`config.mk`:
```
export PLATFORM = sky130hd
export DESIGN_NAME = lenet_fc_scheduler_flat
export DESIGN_NICKNAME = d
export VERILOG_FILES = /design/src/rtl/lenet_fc_scheduler_if.sv /design/src/rtl/lenet_fc_scheduler.sv /design/src/flat_wrapper.sv
export SDC_FILE = /design/constraint.sdc
export NUM_CORES = 1
export LEC_CHECK = 0
export ABC_AREA = 1
export BUFFER_PORTS_ARGS = -buffer_cell sky130_fd_sc_hd__buf_2
export CAP_MARGIN = 20
export CORE_MARGIN = 10
export CORE_UTILIZATION = 54
export DETAILED_ROUTE_END_ITERATION = 10
export GPL_TIMING_DRIVEN = 0
export MAX_ROUTING_LAYER = met4
export PLACE_DENSITY_LB_ADDON = 0.2
export RECOVER_POWER = 100
export SLEW_MARGIN = 20
export SYNTH_ARGS = -nofsm -noshare
export SYNTH_HDL_FRONTEND = slang
export SYNTH_SLANG_ARGS = --single-unit
```
`constraint.sdc`:
```
create_clock -name i_sclk -period 1.6 [get_ports i_sclk]
set_clock_uncertainty 0.05 [all_clocks]
set_input_delay 0.32 -clock i_sclk [delete_from_list [all_inputs] [get_ports i_sclk]]
set_output_delay 0.32 -clock i_sclk [all_outputs]
set_load 0.02 [all_outputs]
```
`src/rtl/lenet_fc_scheduler_if.sv`:
```
// lenet_fc_scheduler_if
// Serial parameter stream (biases, then weights) feeding the FC scheduler.
//   p_valid : source has a parameter beat
//   p_ready : scheduler accepts the beat this cycle
//   p_data  : signed parameter beat, WW bits
// master = parameter source, slave = scheduler.
interface lenet_fc_scheduler_if #(
  parameter int WW = 8
);
  logic          p_valid;
  logic          p_ready;
  logic [WW-1:0] p_data;

  modport master (output p_valid, output p_data, input p_ready);
  modport slave  (input p_valid, input p_data, output p_ready);
endinterface

```
`src/rtl/lenet_fc_scheduler.sv`:
```
// lenet_fc_scheduler
// Sequencer for one fully-connected layer made of N_OUT parallel neuron slices.
// Configuration: biases then channel-major weights arrive on the parameter
// stream and are broadcast on the W_*/B_* buses (each slice latches its own
// channel). Inference: N_IN activations are read from the feature buffer and
// streamed to all slices as one unbroken burst, then the scheduler waits for
// the slice result and leaves a 3-cycle gap for accumulators to clear.
//
// Ports
//   i_sclk, i_rstn        clock, async active-low reset
//   i_cfg_start           pulse: begin parameter load (IDLE or READY)
//   prm (slave)           parameter stream p_valid/p_ready/p_data
//   o_cfg_done            sticky: all parameters loaded
//   o_B_en/num/Bias       registered bias write strobe, channel, value
//   o_W_en/num/addr/Weight registered weight write strobe, channel, address, value
//   i_run                 pulse: start one inference (READY only)
//   o_fm_rd_en/addr       feature-buffer read, data returns one cycle later
//   i_fm_rd_data          feature-buffer read data
//   o_valid, o_tdata      activation stream to the slices
//   i_res_valid           result valid from slice 0
//   o_busy                high outside IDLE/READY
//   o_done                1-cycle pulse: inference complete
//   o_err                 sticky result-timeout flag, cleared by i_cfg_start
//
// Build option: define FC_SCHED_TIMEOUT_EN to abandon WAIT_RES after TO_CYC
// cycles without a result (sets o_err, no o_done). Without it WAIT_RES waits
// indefinitely and o_err is constant 0.
module lenet_fc_scheduler #(
  parameter int N_IN   = 120,
  parameter int N_OUT  = 84,
  parameter int WD     = 3,
  parameter int WW     = 8,
  parameter int TO_CYC = 16
) (
  input  logic                 i_sclk,
  input  logic                 i_rstn,
  input  logic                 i_cfg_start,
  lenet_fc_scheduler_if.slave  prm,
  output logic                 o_cfg_done,
  output logic                 o_B_en,
  output logic [7:0]           o_B_num,
  output logic [WW-1:0]        o_Bias,
  output logic                 o_W_en,
  output logic [7:0]           o_W_num,
  output logic [7:0]           o_W_addr,
  output logic [WW-1:0]        o_Weight,
  input  logic                 i_run,
  output logic                 o_fm_rd_en,
  output logic [7:0]           o_fm_rd_addr,
  input  logic [WD-1:0]        i_fm_rd_data,
  output logic                 o_valid,
  output logic [WD-1:0]        o_tdata,
  input  logic                 i_res_valid,
  output logic                 o_busy,
  output logic                 o_done,
  output logic                 o_err
);

  if (N_IN < 1 || N_IN > 256) begin : g_bad_n_in
    $error("lenet_fc_scheduler: N_IN must be 1..256");
  end
  if (N_OUT < 1 || N_OUT > 256) begin : g_bad_n_out
    $error("lenet_fc_scheduler: N_OUT must be 1..256");
  end
  if (TO_CYC < 1) begin : g_bad_to_cyc
    $error("lenet_fc_scheduler: TO_CYC must be at least 1");
  end

  // Last-index constants; comparing against N-1 keeps N=256 inside 8 bits.
  localparam logic [7:0] LAST_CH   = 8'(N_OUT - 1);
  localparam logic [7:0] LAST_ADDR = 8'(N_IN - 1);
  localparam logic [1:0] GAP_LAST  = 2'd2;

  typedef enum logic [2:0] {
    S_IDLE,
    S_LOAD_B,
    S_LOAD_W,
    S_READY,
    S_FETCH,
    S_WAIT_RES,
    S_GAP
  } state_t;

  state_t     state_q, state_d;
  logic [7:0] ch_q, addr_q;
  logic [1:0] gap_q;
  logic       p_ready_c;
  logic       beat;
  logic       to_hit;

  assign prm.p_ready = p_ready_c;
  assign beat        = prm.p_valid & p_ready_c;
  assign o_tdata     = i_fm_rd_data;
  assign o_busy      = !(state_q == S_IDLE || state_q == S_READY);

`ifdef FC_SCHED_TIMEOUT_EN
  localparam int            TW      = (TO_CYC > 1) ? $clog2(TO_CYC) : 1;
  localparam logic [TW-1:0] TO_LAST = TW'(TO_CYC - 1);

  logic [TW-1:0] to_cnt_q;
  logic          err_q;

  // A result arriving on the final counted cycle still wins over the timeout.
  assign to_hit = (state_q == S_WAIT_RES) && !i_res_valid && (to_cnt_q == TO_LAST);
  assign o_err  = err_q;

  always_ff @(posedge i_sclk or negedge i_rstn) begin
    if (!i_rstn) begin
      to_cnt_q <= '0;
      err_q    <= 1'b0;
    end else begin
      if (state_q != S_WAIT_RES) begin
        to_cnt_q <= '0;
      end else if (!i_res_valid) begin
        to_cnt_q <= to_cnt_q + 1'b1;
      end
      if (to_hit) begin
        err_q <= 1'b1;
      end else if (state_q == S_READY && i_cfg_start) begin
        err_q <= 1'b0;
      end
    end
  end
`else
  assign to_hit = 1'b0;
  assign o_err  = 1'b0;
`endif

  always_ff @(posedge i_sclk or negedge i_rstn) begin
    if (!i_rstn) begin
      state_q <= S_IDLE;
    end else begin
      state_q <= state_d;
    end
  end

  always_comb begin
    state_d   = state_q;
    p_ready_c = 1'b0;
    case (state_q)
      S_IDLE: begin
        if (i_cfg_start) state_d = S_LOAD_B;
      end
      S_LOAD_B: begin
        p_ready_c = 1'b1;
        if (beat && ch_q == LAST_CH) state_d = S_LOAD_W;
      end
      S_LOAD_W: begin
        p_ready_c = 1'b1;
        if (beat && ch_q == LAST_CH && addr_q == LAST_ADDR) state_d = S_READY;
      end
      S_READY: begin
        // Reconfiguration takes priority over a simultaneous run request.
        if (i_cfg_start)  state_d = S_LOAD_B;
        else if (i_run)   state_d = S_FETCH;
      end
      S_FETCH: begin
        if (o_fm_rd_addr == LAST_ADDR) state_d = S_WAIT_RES;
      end
      S_WAIT_RES: begin
        if (i_res_valid || to_hit) state_d = S_GAP;
      end
      S_GAP: begin
        if (gap_q == GAP_LAST) state_d = S_READY;
      end
      default: state_d = S_IDLE;
    endcase
  end

  always_ff @(posedge i_sclk or negedge i_rstn) begin
    if (!i_rstn) begin
      ch_q         <= '0;
      addr_q       <= '0;
      gap_q        <= '0;
      o_cfg_done   <= 1'b0;
      o_B_en       <= 1'b0;
      o_B_num      <= '0;
      o_Bias       <= '0;
      o_W_en       <= 1'b0;
      o_W_num      <= '0;
      o_W_addr     <= '0;
      o_Weight     <= '0;
      o_fm_rd_en   <= 1'b0;
      o_fm_rd_addr <= '0;
      o_valid      <= 1'b0;
      o_done       <= 1'b0;
    end else begin
      o_B_en  <= 1'b0;
      o_W_en  <= 1'b0;
      // Read data returns one cycle after the enable, so valid is the delayed enable.
      o_valid <= o_fm_rd_en;
      o_done  <= (state_q == S_WAIT_RES) && i_res_valid;
      case (state_q)
        S_IDLE, S_READY: begin
          if (i_cfg_start) begin
            ch_q       <= '0;
            addr_q     <= '0;
            o_cfg_done <= 1'b0;
          end else if (state_q == S_READY && i_run) begin
            o_fm_rd_en   <= 1'b1;
            o_fm_rd_addr <= '0;
          end
        end
        S_LOAD_B: begin
          if (beat) begin
            o_B_en  <= 1'b1;
            o_B_num <= ch_q;
            o_Bias  <= prm.p_data;
            ch_q    <= (ch_q == LAST_CH) ? 8'd0 : ch_q + 8'd1;
          end
        end
        S_LOAD_W: begin
          if (beat) begin
            o_W_en   <= 1'b1;
            o_W_num  <= ch_q;
            o_W_addr <= addr_q;
            o_Weight <= prm.p_data;
            if (addr_q == LAST_ADDR) begin
              addr_q <= '0;
              if (ch_q == LAST_CH) begin
                ch_q       <= '0;
                o_cfg_done <= 1'b1;
              end else begin
                ch_q <= ch_q + 8'd1;
              end
            end else begin
              addr_q <= addr_q + 8'd1;
            end
          end
        end
        S_FETCH: begin
          if (o_fm_rd_addr == LAST_ADDR) begin
            o_fm_rd_en   <= 1'b0;
            o_fm_rd_addr <= '0;
          end else begin
            o_fm_rd_addr <= o_fm_rd_addr + 8'd1;
          end
        end
        S_WAIT_RES: begin
          gap_q <= '0;
        end
        S_GAP: begin
          gap_q <= gap_q + 2'd1;
        end
        default: ;
      endcase
    end
  end

endmodule

```
`src/flat_wrapper.sv`:
```
// flat-port wrapper written by rule: the top's interface ports become plain ports
module lenet_fc_scheduler_flat 
#(
  parameter int N_IN   = 120,
  parameter int N_OUT  = 84,
  parameter int WD     = 3,
  parameter int WW     = 8,
  parameter int TO_CYC = 16
)
  (i_sclk, i_rstn, i_cfg_start, o_cfg_done, o_B_en, o_B_num, o_Bias, o_W_en, o_W_num, o_W_addr, o_Weight, i_run, o_fm_rd_en, o_fm_rd_addr, i_fm_rd_data, o_valid, o_tdata, i_res_valid, o_busy, o_done, o_err, prm_p_valid, prm_p_data, prm_p_ready);
  lenet_fc_scheduler_if #(.WW(WW)) prm_i ();
  input  logic i_sclk;
  input  logic i_rstn;
  input  logic i_cfg_start;
  output logic o_cfg_done;
  output logic o_B_en;
  output logic [7:0] o_B_num;
  output logic [WW-1:0] o_Bias;
  output logic o_W_en;
  output logic [7:0] o_W_num;
  output logic [7:0] o_W_addr;
  output logic [WW-1:0] o_Weight;
  input  logic i_run;
  output logic o_fm_rd_en;
  output logic [7:0] o_fm_rd_addr;
  input  logic [WD-1:0] i_fm_rd_data;
  output logic o_valid;
  output logic [WD-1:0] o_tdata;
  input  logic i_res_valid;
  output logic o_busy;
  output logic o_done;
  output logic o_err;
  input wire logic [$bits(prm_i.p_valid)-1:0] prm_p_valid;
  input wire logic [$bits(prm_i.p_data)-1:0] prm_p_data;
  output wire logic [$bits(prm_i.p_ready)-1:0] prm_p_ready;
  assign prm_i.p_valid = prm_p_valid;
  assign prm_i.p_data = prm_p_data;
  assign prm_p_ready = prm_i.p_ready;
  lenet_fc_scheduler #(.N_IN(N_IN), .N_OUT(N_OUT), .WD(WD), .WW(WW), .TO_CYC(TO_CYC)) u_core (.i_sclk(i_sclk), .i_rstn(i_rstn), .i_cfg_start(i_cfg_start), .prm(prm_i), .o_cfg_done(o_cfg_done), .o_B_en(o_B_en), .o_B_num(o_B_num), .o_Bias(o_Bias), .o_W_en(o_W_en), .o_W_num(o_W_num), .o_W_addr(o_W_addr), .o_Weight(o_Weight), .i_run(i_run), .o_fm_rd_en(o_fm_rd_en), .o_fm_rd_addr(o_fm_rd_addr), .i_fm_rd_data(i_fm_rd_data), .o_valid(o_valid), .o_tdata(o_tdata), .i_res_valid(i_res_valid), .o_busy(o_busy), .o_done(o_done), .o_err(o_err));
endmodule
```
Word-level counts from Yosys, hierarchy flattened
Cells that the tools add are included.
{"block": "word_totals", "register_bits": 75, "latchBits": 0, "ram_bits": 0, "romBits": 0, "elab_cells": 102, "memories": 0}
{"block": "classes", "n_addsub": 4, "n_mul": 0, "n_div": 0, "magnitude_cmp": 0, "eq_ne": 24, "shift": 0, "mux": 36, "n_bitwise": 1, "n_reduce_logical": 21}
{"operator": "8-bit 2-to-1 mux", "count": 10}
{"operator": "8-bit case mux with 2 select lines", "count": 2}
{"operator": "8-bit by 1-bit adder with 8-bit output (second input constant)", "count": 3}
{"operator": "8-bit by 7-bit == test with 1-bit output (second input constant)", "count": 3}
{"operator": "3-bit 2-to-1 mux", "count": 8}
{"operator": "8-bit case mux with 3 select lines", "count": 1}
{"operator": "3-bit case mux with 7 select lines", "count": 1}
{"operator": "2-bit by 1-bit inequality test with 1-bit output (second input constant)", "count": 9}
{"operator": "1-bit 2-to-1 mux", "count": 11}
{"operator": "5-bit AND reduction", "count": 2}
{"operator": "3-bit == test (second input constant)", "count": 3}
{"operator": "2-bit inequality test (second input constant)", "count": 4}
{"operator": "7-bit AND reduction", "count": 1}
{"operator": "3-bit by 2-bit == test with 1-bit output (second input constant)", "count": 2}
{"operator": "3-bit AND reduction", "count": 2}
{"operator": "2-bit nonzero test", "count": 3}
{"operator": "1-bit logical AND", "count": 4}
{"operator": "1-bit case mux with 2 select lines", "count": 2}
{"operator": "2-bit case mux with 2 select lines", "count": 1}
{"operator": "2-bit AND reduction", "count": 2}
{"operator": "4-bit AND reduction", "count": 1}
{"operator": "2-bit OR reduction", "count": 2}
{"operator": "3-bit by 1-bit == test with 1-bit output (second input constant)", "count": 1}
{"operator": "3-bit zero test", "count": 1}
{"operator": "other kinds (7)", "count": 7}

Longest topological paths before layout
{"block": "depth", "ltp_word": 8, "ltp_mapped": 10, "depth_no_buf": 10}

Worst setup path after synthesis
OpenSTA, ideal clock, no wires.
{"block": "synth_timing", "path_kind": "reg-to-reg", "startpoint": "reg u_core.o_fm_rd_addr[0]", "endpoint": "reg u_core.state_q[0]", "arrival_time_ns": 1.434, "path_slack_ns": 0.051, "stages_incl_launch_ff": 10, "n_path_buf": 0, "period_less_slack_ns": 1.549, "path_cell_list": "dfrtp_1 ha_1 nand2_1 nor2_1 nand2_1 nand2_1 nand2_1 nor2_1 nand3_1 nand2_1"}
{"block": "synth_between", "elab_chain_cells": 3}
{"item": "start: declaration", "line_no": "lenet_fc_scheduler.sv:49", "source": "output logic [7:0] o_fm_rd_addr,"}
{"item": "start signal: assignment", "line_no": "lenet_fc_scheduler.sv:236", "source": "o_fm_rd_addr <= o_fm_rd_addr + 8'd1;"}
{"item": "8-bit by 7-bit == test with 1-bit output", "line_no": "lenet_fc_scheduler.sv:158", "source": "if (o_fm_rd_addr == LAST_ADDR) state_d = S_WAIT_RES;"}
{"item": "2-bit by 1-bit inequality test with 1-bit output (no line)"}
{"item": "7-bit AND reduction (no line)"}
{"item": "end signal: assignment", "line_no": "lenet_fc_scheduler.sv:133", "source": "state_q <= state_d;"}
{"item": "end: declaration", "line_no": "lenet_fc_scheduler.sv:84", "source": "state_t state_q, state_d;"}
No other way between the ends.
A chain may end at the register's enable or synchronous reset.

Final worst setup path
{"block": "layout_timing", "startpoint": "reg u_core.state_q[0]", "endpoint": "out o_busy"}
{"block": "layout_between", "elab_chain_cells": 3}
{"item": "3-bit by 2-bit == test with 1-bit output or 3-bit zero test (tied branches)", "line_no": "lenet_fc_scheduler.sv:94", "source": "assign o_busy = !(state_q == S_IDLE || state_q == S_READY);"}
{"item": "1-bit logical OR (*)", "line_no": "lenet_fc_scheduler.sv:94"}
{"item": "1-bit zero test (*)", "line_no": "lenet_fc_scheduler.sv:94"}
{"item": "end: declaration", "line_no": "flat_wrapper.sv:30", "source": "output logic o_busy;"}
Mark *: on every way between the ends. The rest lies on a longest branch, timed or not.

==> reports/results.ini <==
[status]
status = finished with violations
violations = negative setup slack

[clocking]
htree_levels = 3
cts.clk_slew.worst_paths_ps = 80
clock_path_buffers = 2
cts_root_buffer = clkbuf_8
cts_tree = yes
insertion_delay_ps = 340
numCtsBuffers = 9
cts.sinks = 75

[power]
peakVddDrop_uv = 1210
total_power_mw = 7.86
leakage_nw = 2.28
pwr_density_cell_mw_per_mm2 = 1720

[layout]
drive_gt1_share_pct = 23.8
fillers = 536
syn_to_final_growth_pct = 25.8
seqCellArea_mm2 = 0.00188
layout.nets = 568
n_antenna_cell = 0
multi_input_area_mm2 = 0.00151
mostFrequentLayoutCells = 115 x nand2_1, 72 x dfrtp_1, 57 x clkbuf_1
post-route-util_pct = 70.7
final_common_cell = nand2_1
final_area_mm2 = 0.00457

[yosys]
yosysSeqAreaShare_pct = 51.7
synth_top_area_share_pct = 51.7
synth_top_flop_cell = dfrtp_1
syn_area_mm2 = 0.00363
synthCells = 438
ys_seq_elements = 75
synth-edff-count = 0
synth.largest_area_cell = dfrtp_1
synth_warnings = 0
syn_area_per_cell_um2 = 8.29
synth_nets = 459
postSynth.asyncResetShare_pct = 100
synthTopCellsByArea = dfrtp_1 52%, nand2_1 13%, inv_1 5.4%
synth.distinct_cells = 30

[grt]
grt_pass1_wl_mm = 14.4
antenna_found_initial = 0
grt_usage_pct = 17.5
grt_max_degree = 55
gr-total-overflow = 0
grt_pass1_vias = 3081

[critical_path]
cp-start-kind = flip-flop
cp.required_ps = 1230
critPathKind = reg2out
cp.arrival_ps = 1250
crit_path_max_fanout = 5
cp-end-kind = output pin

[run]
max_cap_viol_count = 0

[floorplanning]
core_mm2 = 0.00646
die_area_mm2 = 0.0104
die_w_um = 102
io_pins = 77
die_height_um = 102
rows = 29
initial_core_util_pct = 56.2

[routing]
ant_nets = 0
drtIter0Drc = 115
drt_wl_total_mm = 9.48
via_per_inst = 5.29
drt_pass1_iterations = 5
num_vias = 3320
wl_per_cell_um = 15.1
drc = 0

[hold_path]
hp-class = in2reg

[placed_design]
placed_area_mm2 = 0.00412
numPortBuffers = 72
post-dp-hpwl_mm = 6.26
gp_congestion = 0.930

[sta]
period_share_pct = 101
holdWs_ps = 159
tightest_slew_ps = 531
finalSetupTns_ps = -85.7
setup_viol_count_final = 7
rsz0062_at_grt = true
slew_headroom_pct = 64.6
min_period_ps = 1620
slew_viol_final = 0
fmax_mhz = 616
hold_viol = 0
worst_slack_ps = -23.9

==> path summary, 6_finish.rpt <==
| kind | start | endpoint | slack (ps) | cells after the start |
|---|---|---|---|---|
| worst max-delay path | u_core.state_q[0]$_DFFE_PN0P_ | o_busy | -20 | 4 |
| worst min-delay path | i_res_valid | u_core.o_done$_DFF_PN0_ | 160 | 3 |
| worst max register to register | u_core.addr_q[1]$_DFFE_PN0P_ | u_core.ch_q[0]$_DFFE_PN0P_ | -10 | 9 |
| worst min register to register | u_core.o_fm_rd_en$_DFFE_PN0P_ | u_core.o_valid$_DFF_PN0_ | 380 | 0 |
| max in group asynchronous | i_rstn | u_core.state_q[1]$_DFFE_PN0P_ | 170 | 3 |
| min in group asynchronous | i_rstn | u_core.o_Bias[2]$_DFFE_PN0P_ | 430 | 2 |
==> registers in the layout, summed over array words and instances (netlist names), 2 cells and up <==
register             cells
u_core.gap_q             2
u_core.addr_q            8
u_core.o_fm_rd_addr      8
u_core.o_W_addr          8
u_core.ch_q              8
u_core.state_q           3
u_core.o_Weight          8
u_core.o_W_num           8
u_core.o_B_num           8
u_core.o_Bias            8
==> timing repair <==
item | CTS | global route
buffers inserted | 10 | 14
pin swaps | 3 | 11
resized for setup | 10 | 35
cloned | 0 | 1
hold buffers | 1 | 0
endpoints found under the setup margin | 13 | 22
endpoints found under the hold margin | 21 | 0
==> layout make-up <==
class | count | area share [%]
sequential | 75 | 41.2
clock inverter | 4 | 1.10
timing repair buffer | 99 | 11.6
tap | 77 | 2.11
multi-input combinational | 288 | 33.1
clock buffer | 11 | 3.31
inverter | 60 | 5.04
buffer | 14 | 2.52
==> report_power, final <==
part | switching, mW | internal (mW) | leakage (nW)
Sequential | 0.358 | 2.38 | 0.998
Clock | 0.688 | 0.794 | 0.0974
Combinational | 2.34 | 1.29 | 1.18
==> routing by layer <==
layer | track usage [%] | part of all wire [%] | up-vias
met4 | 5.53 | 1.5 | 0
met1 | 22.4 | 44 | 1566
met3 | 4.93 | 8.1 | 14
met2 | 26.5 | 47 | 142
li1 | - | - | 1598
met5 | - | 0 | -
==> worst max-delay path, stage by stage, from the launching register on <==
cell and delay [ps]:
dfrtp_1 390, buf_4 170, nand2_1 90, nand3_2 110
buf_6 160
==> kinds of logic (layout without fill, tap and decap cells) <==
logic type,after synthesis,in the layout,synth area share (%)
other cells,1,1,0.103
simple gates,209,209,25.2
fa+ha+maj,4,4,1.38
xor+xnor,7,7,1.69
flops,75,75,51.7
buf+inv,75,188,9.47
compound gates,67,67,10.5
==> through the flow <==
step                      cells  setup slack [ps]
after floorplan             438              50.8
after global placement      587              -282
after detailed placement    588             -63.0
after CTS                   613             -22.6
after global routing        628             -81.2
final                       628             -23.9
==> synthesized netlist by cell type (4+ instances only) <==
| master | count |
|---|---|
| nor2_1 | 29 |
| o21ai_1 | 21 |
| buf_4 | 5 |
| o21ai_0 | 32 |
| nand3_1 | 24 |
| xor2_1 | 7 |
| nand4_1 | 11 |
| inv_1 | 52 |
| nand2_1 | 125 |
| inv_2 | 7 |
| ha_1 | 4 |
| dfrtp_1 | 75 |
| nand2_2 | 8 |
| buf_2 | 5 |
| o21ai_2 | 10 |
Power figures use the tool's default switching activity.
